--- src/rtl/avl_led_output.sv ---
// Avalon-MM output register with atomic set/clear and a per-bit blink engine.
// The HPS writes over the lightweight bridge, and leds drives the board pins.
module avl_led_output #(
    parameter int WIDTH     = 8,
    parameter int BLINK_DIV = 25000000
) (
    input  logic             FPGA_CLK1_50,
    input  logic             reset,
    input  logic [1:0]       avl_address,
    input  logic             avl_write,
    input  logic [31:0]      avl_writedata,
    input  logic             avl_read,
    output logic [31:0]      avl_readdata,
    output logic [WIDTH-1:0] leds
);

    localparam int               CNT_W    = (BLINK_DIV > 1) ? $clog2(BLINK_DIV) : 1;
    localparam logic [CNT_W-1:0] CNT_LAST = CNT_W'(BLINK_DIV - 1);

    typedef enum logic [1:0] {
        ADDR_DATA  = 2'd0,
        ADDR_SET   = 2'd1,
        ADDR_CLR   = 2'd2,
        ADDR_BLINK = 2'd3
    } reg_addr_e;

    logic [WIDTH-1:0] data_q,  data_d;
    logic [WIDTH-1:0] mask_q,  mask_d;
    logic             phase_q, phase_d;
    logic [CNT_W-1:0] cnt_q,   cnt_d;
    logic [31:0]      rdata_q, rdata_d;
    logic [WIDTH-1:0] leds_q,  leds_d;

    logic [WIDTH-1:0] wd;
    logic             unused_wd_bits;

    assign wd             = avl_writedata[WIDTH-1:0];
    assign unused_wd_bits = ^avl_writedata[31:WIDTH];

    always_comb begin
        // NOTE: every _d gets its hold value first, so no path through this block can infer a latch.
        data_d  = data_q;
        mask_d  = mask_q;
        phase_d = phase_q;
        cnt_d   = cnt_q;
        rdata_d = rdata_q;

        if (cnt_q == CNT_LAST) begin
            cnt_d   = '0;
            phase_d = ~phase_q;
        end else begin
            cnt_d = cnt_q + CNT_W'(1);
        end

        // A BLINK write restarts the half-period and overrides a coincident wrap.
        if (avl_write) begin
            case (reg_addr_e'(avl_address))
                ADDR_DATA:  data_d = wd;
                ADDR_SET:   data_d = data_q | wd;
                ADDR_CLR:   data_d = data_q & ~wd;
                ADDR_BLINK: begin
                    mask_d  = wd;
                    cnt_d   = '0;
                    phase_d = 1'b0;
                end
                default: ;
            endcase
        end

        // Reads see the current (pre-write) state.
        if (avl_read) begin
            rdata_d = '0;
            if (reg_addr_e'(avl_address) == ADDR_BLINK) begin
                rdata_d[WIDTH-1:0] = mask_q;
                rdata_d[31]        = phase_q;
            end else begin
                rdata_d[WIDTH-1:0] = data_q;
            end
        end

        leds_d = data_q & ~(mask_q & {WIDTH{phase_q}});
    end

    // NOTE: state registers use non-blocking assignments so every flop samples pre-edge values.
    always_ff @(posedge FPGA_CLK1_50) begin
        if (reset) begin
            data_q  <= '0;
            mask_q  <= '0;
            phase_q <= 1'b0;
            cnt_q   <= '0;
            rdata_q <= '0;
            leds_q  <= '0;
        end else begin
            data_q  <= data_d;
            mask_q  <= mask_d;
            phase_q <= phase_d;
            cnt_q   <= cnt_d;
            rdata_q <= rdata_d;
            leds_q  <= leds_d;
        end
    end

    assign avl_readdata = rdata_q;
    assign leds         = leds_q;

endmodule
--- config.mk ---
export PLATFORM = sky130hd
export DESIGN_NAME = avl_led_output
export DESIGN_NICKNAME = d
export VERILOG_FILES = /design/src/rtl/avl_led_output.sv
export SDC_FILE = /design/constraint.sdc
export NUM_CORES = 1
export LEC_CHECK = 0
export CAP_MARGIN = 0
export CORE_ASPECT_RATIO = 1.1
export CORE_UTILIZATION = 45
export CTS_CLUSTER_SIZE = 24
export DETAILED_ROUTE_END_ITERATION = 6
export GPL_TIMING_DRIVEN = 1
export PLACE_DENSITY_LB_ADDON = 0.15
export SLEW_MARGIN = 15
export SYNTH_ARGS = -nofsm -noshare
export SYNTH_HDL_FRONTEND = slang
export SYNTH_SLANG_ARGS = --single-unit
--- constraint.sdc ---
create_clock -name FPGA_CLK1_50 -period 2.4 [get_ports FPGA_CLK1_50]
set_input_delay 0.24 -clock FPGA_CLK1_50 [delete_from_list [all_inputs] [get_ports FPGA_CLK1_50]]
set_output_delay 0.24 -clock FPGA_CLK1_50 [all_outputs]
set_load 0.005 [all_outputs]
==> results.toml, run 1 <==
[critical_path]
path_cells = "ha_1 > and2_1 > nand4_1 > o21ai_2 > nor2_1"
path_buf_inv = 0
rr_startpoint = "cnt_q[0]$_SDFF_PP0_"
critPathKind = "reg2reg"
cpLargestDelayFamily = "compound AO/OA/AOI/OAI gates"
crit_path_max_fanout = 25
reg2reg_depth = 5
crit_arrival_ns = 2.30
end_kind = "flip-flop"
r2r_end = "cnt_q[14]$_SDFF_PP0_"
slowest_delay_ns = 0.89
rrSetupSlack_ns = 0.28
startpoint_type = "flip-flop"
worstPathRequired_ns = 2.57
crit_slowest_cell = "o21ai_2"

[sta]
fin_setup_tns_ns = 0
hold_viol_final = 0
hold_ws_ns = 0.456
maxSlewHeadroom_pct = 27.1
period_minus_slack_ns = 2.12
finalSetupViolations = 0
clock.fmax_mhz = 471
period_share_pct = 88.5
setup_slack_ns = 0.275
rsz0062_at_grt = "no"
drv_slew = 0
worst_pin_slew_ns = 1.09
fin_skew_ns = 0.00863

[pwr]
p_leak_nw = 1.24
power_mw = 2.32
p_int_mw = 1.82
switchingPower_mw = 0.506
power_frac_seq_pct = 44.3
ir_drop_mv = 0.417
power_density_nw_per_um2 = 701
clockPowerShare_pct = 47.2
switching_share_pct = 21.8
combPwrFrac_pct = 8.5

[clock_network]
clk_root_buffer_cell = "clkbuf_8"
ctsResizeCount = 0
path_clk_slew_ns = 0.07
postCtsHoldBufs = 0
insertion_delay_ns = 0.33
cts_buffer_depth = 2
cts_tree = "done"
cts_setup_buffers = 0
cts_buffers = 9
cts-htree-levels = 3
clock-sinks = 59

[placed_design]
placed_cells = 413
place_congestion = 0.728
portBuffers = 30
preCtsSetupSlack_ns = 0.247
place_hpwl_mm = 3.78
placed_cell_area_sq_um = 3070

[floorplanning]
fp.dieW_microns = 77.7
row_count = 29
initial_utilization_pct = 48.0
coreArea_sq_um = 5910
die_area_sq_um = 6630
die_y_microns = 85.3
ioPinCount = 78

[layout]
final_core_utilization_pct = 56.0
layout_common_cells = "dfxtp_1 (59), a211oi_1 (32), clkdlybuf4s50_1 (30)"
finalInstanceArea_sq_um = 3310
final_cells = 429
final_nets = 389
area_growth_pct = 16.7
drive_gt1_share_pct = 8.24
final_common_cell = "dfxtp_1"
n_antenna_cell = 0

[global_routing]
antenna_found_initial = 0
grt_pass1_vias = 2011
groute.usage.overall_pct = 18.6
grt_overflow_total = 0
grt_max_degree = 34
grt_pass1_wl_mm = 9.69

[min_path]
hp-start = "data_q[5]$_SDFFE_PP0P_"
min_path_type = "reg2reg"
min_path_cells = 2
holdPathEnd = "leds[5]$_SDFF_PP0_"

[status]
outcome = "finished clean"

[logic_synthesis]
yosysTopAreaCellShare_pct = 41.6
syn_area_per_cell_sq_um = 8.74
ys_seq_area_share_pct = 41.6
ys_ff_latch = 59
synth_cell_types = 39
syn_area_sq_um = 2840
yosys-top-cells-area = "dfxtp_1 (42%), a211oi_1 (8.5%), buf_4 (6.1%), a21oi_1 (4.4%), nor2_1 (3.2%)"
postSynthCellCount = 325
synth_top_area_cell = "dfxtp_1"
yosysWarningCount = 0

[route]
vias_per_cell = 5.21
drt-initial-drc-count = 96
dr.pass1.iters = 4
vias = 2235
detail-route-antenna-nets = 0
post_drt_wl_per_cell_microns = 13.0
remaining_drc_errors = 0
wl_mm = 5.57

[job]
drv_cap = 0
## Yosys cell counts
cell and number:
clkbuf_1 13, and4_1 3, a211oi_1 32, nor2_1 24, nand2b_1 1, mux2i_1 8, and4_4 1, clkbuf_2 2
nor3b_1 2, a21oi_2 2, or3_1 2, conb_1 1, nor4_1 3, a21o_1 8, inv_1 20, and2_1 2
dfxtp_1 59, buf_6 2, nand4_1 11, ha_1 4, or4_1 5, o31ai_1 7, o21ai_0 3, buf_4 23
nand4_4 1, and3_2 2, nand3_1 14, or3_2 1, a21oi_1 25, a21boi_0 1, buf_1 1, xor2_1 10
buf_2 4, xnor2_1 4, or4_4 2, nor2b_1 1, nand2_1 18, and3_1 2, o21ai_2 1
## power by group through the flow
stage | sequential, mW | clock, mW | combinational, mW
floorplan | 1.05 | 0 | 0.151
global placement | 1.05 | 0 | 0.194
detailed placement | 1.05 | 0 | 0.196
CTS | 1.03 | 1.12 | 0.197
global route | 1.03 | 1.17 | 0.219
finish | 1.03 | 1.10 | 0.197
## per-layer routing
metal / share of wire [%] / GRT usage, % / vias up
li1: - / - / 1148
met1: 52 / 25.9 / 1009
met2: 42 / 27.2 / 74
met3: 5.5 / 4.09 / 4
met4: 0.95 / 8.58 / 0
met5: 0 / 0 / -
## cell type report
type / instances / area, sq um
inverter: 20 / 75.1
clock buffer: 11 / 141
timing repair buffer: 34 / 330
sequential: 59 / 1180
tap: 77 / 96.3
clock inverter: 5 / 100
fill: 566 / 2600
multi-input combinational: 223 / 1390
## logic make-up (layout without fill, tap and decap cells)
logic type / count (synthesis) / after routing / synth area share [%]
other cells: 1 / 23 / 0.132
buf+inv: 65 / 70 / 12.4
simple gates: 95 / 95 / 18.4
xor+xnor: 14 / 14 / 4.32
compound gates: 79 / 79 / 18.6
mux: 8 / 8 / 2.82
flops: 59 / 59 / 41.6
fa+ha+maj: 4 / 4 / 1.76
## worst max-delay path by stage
stage,start,to,depth (start not counted)
3_5_place_dp,cnt_q[0]$_SDFF_PP0_,cnt_q[4]$_SDFF_PP0_,5
4_1_cts,cnt_q[0]$_SDFF_PP0_,cnt_q[14]$_SDFF_PP0_,5
2_1_floorplan,cnt_q[0]$_SDFF_PP0_,cnt_q[22]$_SDFF_PP0_,6
5_1_grt,cnt_q[0]$_SDFF_PP0_,cnt_q[3]$_SDFF_PP0_,5
6_report,cnt_q[0]$_SDFF_PP0_,cnt_q[14]$_SDFF_PP0_,5
3_3_place_gp,cnt_q[0]$_SDFF_PP0_,cnt_q[4]$_SDFF_PP0_,5
## worst register-to-register path, delay by kind of cell, from the launching register on
family | cells | cell delay (ns)
adder cells (fa/ha/maj) | 1 | 0.21
flip-flops | 1 | 0.36
AO/OA/AOI/OAI | 1 | 0.89
AND/OR/NAND/NOR | 3 | 0.51
## flip-flops by register name, indices dropped and copies added (netlist names)
register / count
phase_q: 1
data_q: 8
leds: 8
cnt_q: 25
avl_readdata: 9
mask_q: 8
(Power assumes the default switching activity.)
==> inputs of run 2 (changes only) <==
--- a/config.mk
+++ b/config.mk
@@ -5,6 +5,7 @@
 export SDC_FILE = /design/constraint.sdc
 export NUM_CORES = 1
 export LEC_CHECK = 0
+export ABC_CLOCK_PERIOD_IN_PS = 2400
 export CAP_MARGIN = 0
 export CORE_ASPECT_RATIO = 1.1
 export CORE_UTILIZATION = 45
==> results of run 2 <==
Same layout as run 1: the final DEF is identical, and so are final timing and power.
==> inputs of run 3 (changes only) <==
--- a/config.mk
+++ b/config.mk
@@ -13,6 +13,7 @@
 export DETAILED_ROUTE_END_ITERATION = 6
 export GPL_TIMING_DRIVEN = 1
 export PLACE_DENSITY_LB_ADDON = 0.15
+export SETUP_SLACK_MARGIN = 0.15
 export SLEW_MARGIN = 15
 export SYNTH_ARGS = -nofsm -noshare
 export SYNTH_HDL_FRONTEND = slang
==> run 3 against run 2 <==
  * Sequential cell count unchanged
  * Final cell count unchanged
  * Combinational power about the same
  * Sequential power barely moved
  * Clock-buffer cell count unchanged
  * Clock power about the same
  * Die area is the same
  * Register-to-register slack improved by 0.25 ns
  * Core utilization grew 0.13 points
  * Via count down 0.40%
  * Critical endpoint unchanged
  * Highest routed layer unchanged
==> results.toml, run 3 (synthesis results as in run 1) <==
[status]
outcome = "finished clean"

[layout]
final_nets = 389
n_antenna_cell = 0
final_common_cell = "dfxtp_1"
fillers = 566
regArea_sq_um = 1180
final_core_utilization_pct = 56.1
drive_gt1_share_pct = 8.24
largest-register = "cnt_q"
multi_input_area_sq_um = 1400
layout_common_cells = "dfxtp_1 (59), a211oi_1 (32), clkdlybuf4s50_1 (30)"
largest_register_ffs = 25
area_growth_pct = 16.9

[sta]
worst_pin_slew_ns = 0.699
period_minus_slack_ns = 1.87
hold_ws_ns = 0.454
finalSetupViolations = 0
setup_slack_ns = 0.527
maxSlewHeadroom_pct = 53.3
clock.fmax_mhz = 534
fin_skew_ns = 0.00726
drv_slew = 0
period_share_pct = 78.0
hold_viol_final = 0
fin_setup_tns_ns = 0
rsz0062_at_grt = "no"

[clock_network]
clk_root_buffer_cell = "clkbuf_8"
cts_buffer_depth = 2
path_clk_slew_ns = 0.07
cts_buffers = 9
insertion_delay_ns = 0.33
cts-htree-levels = 3
cts_tree = "done"
postCtsHoldBufs = 0
clock-sinks = 59

[min_path]
min_path_type = "reg2reg"

[pwr]
power_density_nw_per_um2 = 699
p_leak_nw = 1.24
ir_drop_mv = 0.374

[floorplanning]
die_y_microns = 85.3
ioPinCount = 78
row_count = 29
fp.dieW_microns = 77.7
initial_utilization_pct = 48.0
die_area_sq_um = 6630
coreArea_sq_um = 5910

[critical_path]
reg2reg_depth = 5
r2r_end = "cnt_q[14]$_SDFF_PP0_"
cpLargestDelayFamily = "compound AO/OA/AOI/OAI gates"
path_buf_inv = 0
startpoint_type = "flip-flop"
crit_cells = 5
critPathKind = "reg2reg"
crit_path_end = "cnt_q[14]$_SDFF_PP0_"
rrSetupSlack_ns = 0.53
crit_slowest_cell = "o21ai_4"
worstPathRequired_ns = 2.59
critPathLaunch = "cnt_q[0]$_SDFF_PP0_"
end_kind = "flip-flop"
slowest_delay_ns = 0.63
rr_startpoint = "cnt_q[0]$_SDFF_PP0_"
crit_path_max_fanout = 25
path_cells = "ha_1 > and2_1 > nand4_1 > o21ai_4 > nor2_1"
crit_arrival_ns = 2.06

[placed_design]
place_congestion = 0.728
portBuffers = 30
preCtsSetupSlack_ns = 0.247
place_hpwl_mm = 3.78

[global_routing]
groute.usage.overall_pct = 18.6
grt_pass1_vias = 2011
grt_overflow_total = 0
grt_pass1_wl_mm = 9.69
antenna_found_initial = 0
grt_max_degree = 34

[route]
dr.pass1.iters = 4
met3_length_microns = 285
detail-route-antenna-nets = 0
top_layer_used = "met4"
remaining_drc_errors = 0
wl_met1_mm = 2.90
drt-initial-drc-count = 117
post_drt_wl_per_cell_microns = 13.0
vias = 2226
wl_mm = 5.57
vias_per_cell = 5.19
met2WireLength_mm = 2.33

[job]
drv_cap = 0
==> run 3: final cells by class <==
cell class                      instances  area share (%)
Timing Repair Buffer                   34            9.95
Sequential cell                        59            35.6
Tap cell                               77            2.90
Inverter                               20            2.26
Clock buffer                           11            4.26
Clock inverter                          5            3.02
Multi-Input combinational cell        223            42.0
==> run 3: stage by stage <==
| stage | area (sq um) | power [mW] | std cells |
|---|---|---|---|
| finish | 3320 | 2.32 | 429 |
| global route | 3320 | 2.42 | 429 |
| CTS | 3310 | 2.35 | 429 |
| detailed placement | 3070 | 1.25 | 413 |
| global placement | 3070 | 1.24 | 413 |
| floorplan | 2920 | 1.20 | 347 |
==> run 3: worst min path at each step <==
stage                                start                endpoint  depth (start not counted)
CTS                 data_q[5]$_SDFFE_PP0P_      leds[5]$_SDFF_PP0_                          2
global placement       cnt_q[0]$_SDFF_PP0_     cnt_q[0]$_SDFF_PP0_                          1
detailed placement  data_q[5]$_SDFFE_PP0P_      leds[5]$_SDFF_PP0_                          2
finish              mask_q[5]$_SDFFE_PP0P_      leds[5]$_SDFF_PP0_                          1
global route        mask_q[5]$_SDFFE_PP0P_      leds[5]$_SDFF_PP0_                          1
floorplan                 avl_writedata[0]  mask_q[0]$_SDFFE_PP0P_                          2
==> run 3: power breakdown <==
| part | internal (mW) | switching (mW) | total, mW | leakage (nW) |
|---|---|---|---|---|
| clock network | 0.715 | 0.379 | 1.09 | 0.123 |
| registers | 1.01 | 0.0196 | 1.03 | 0.480 |
| logic | 0.0925 | 0.106 | 0.198 | 0.636 |
| total | 1.82 | 0.504 | 2.32 | 1.24 |
==> run 3: worst reg2reg max path, delay by kind of cell (launching register included) <==
kind	cells	cell delay (ns)
compound gates	1	0.64
simple gates	3	0.52
flops	1	0.36
fa+ha+maj	1	0.21
==> run 3: what timing repair did <==
action	CTS	global route
setup endpoints to repair	0	24
buffers inserted	0	0
gates resized for setup	0	1
==> run 3: routing by layer <==
metal  vias to the layer above  track usage (%)
met5                         -                0
met4                         0             8.58
met3                         4             4.09
met2                        68             27.2
met1                      1005             25.9
li1                       1149                -
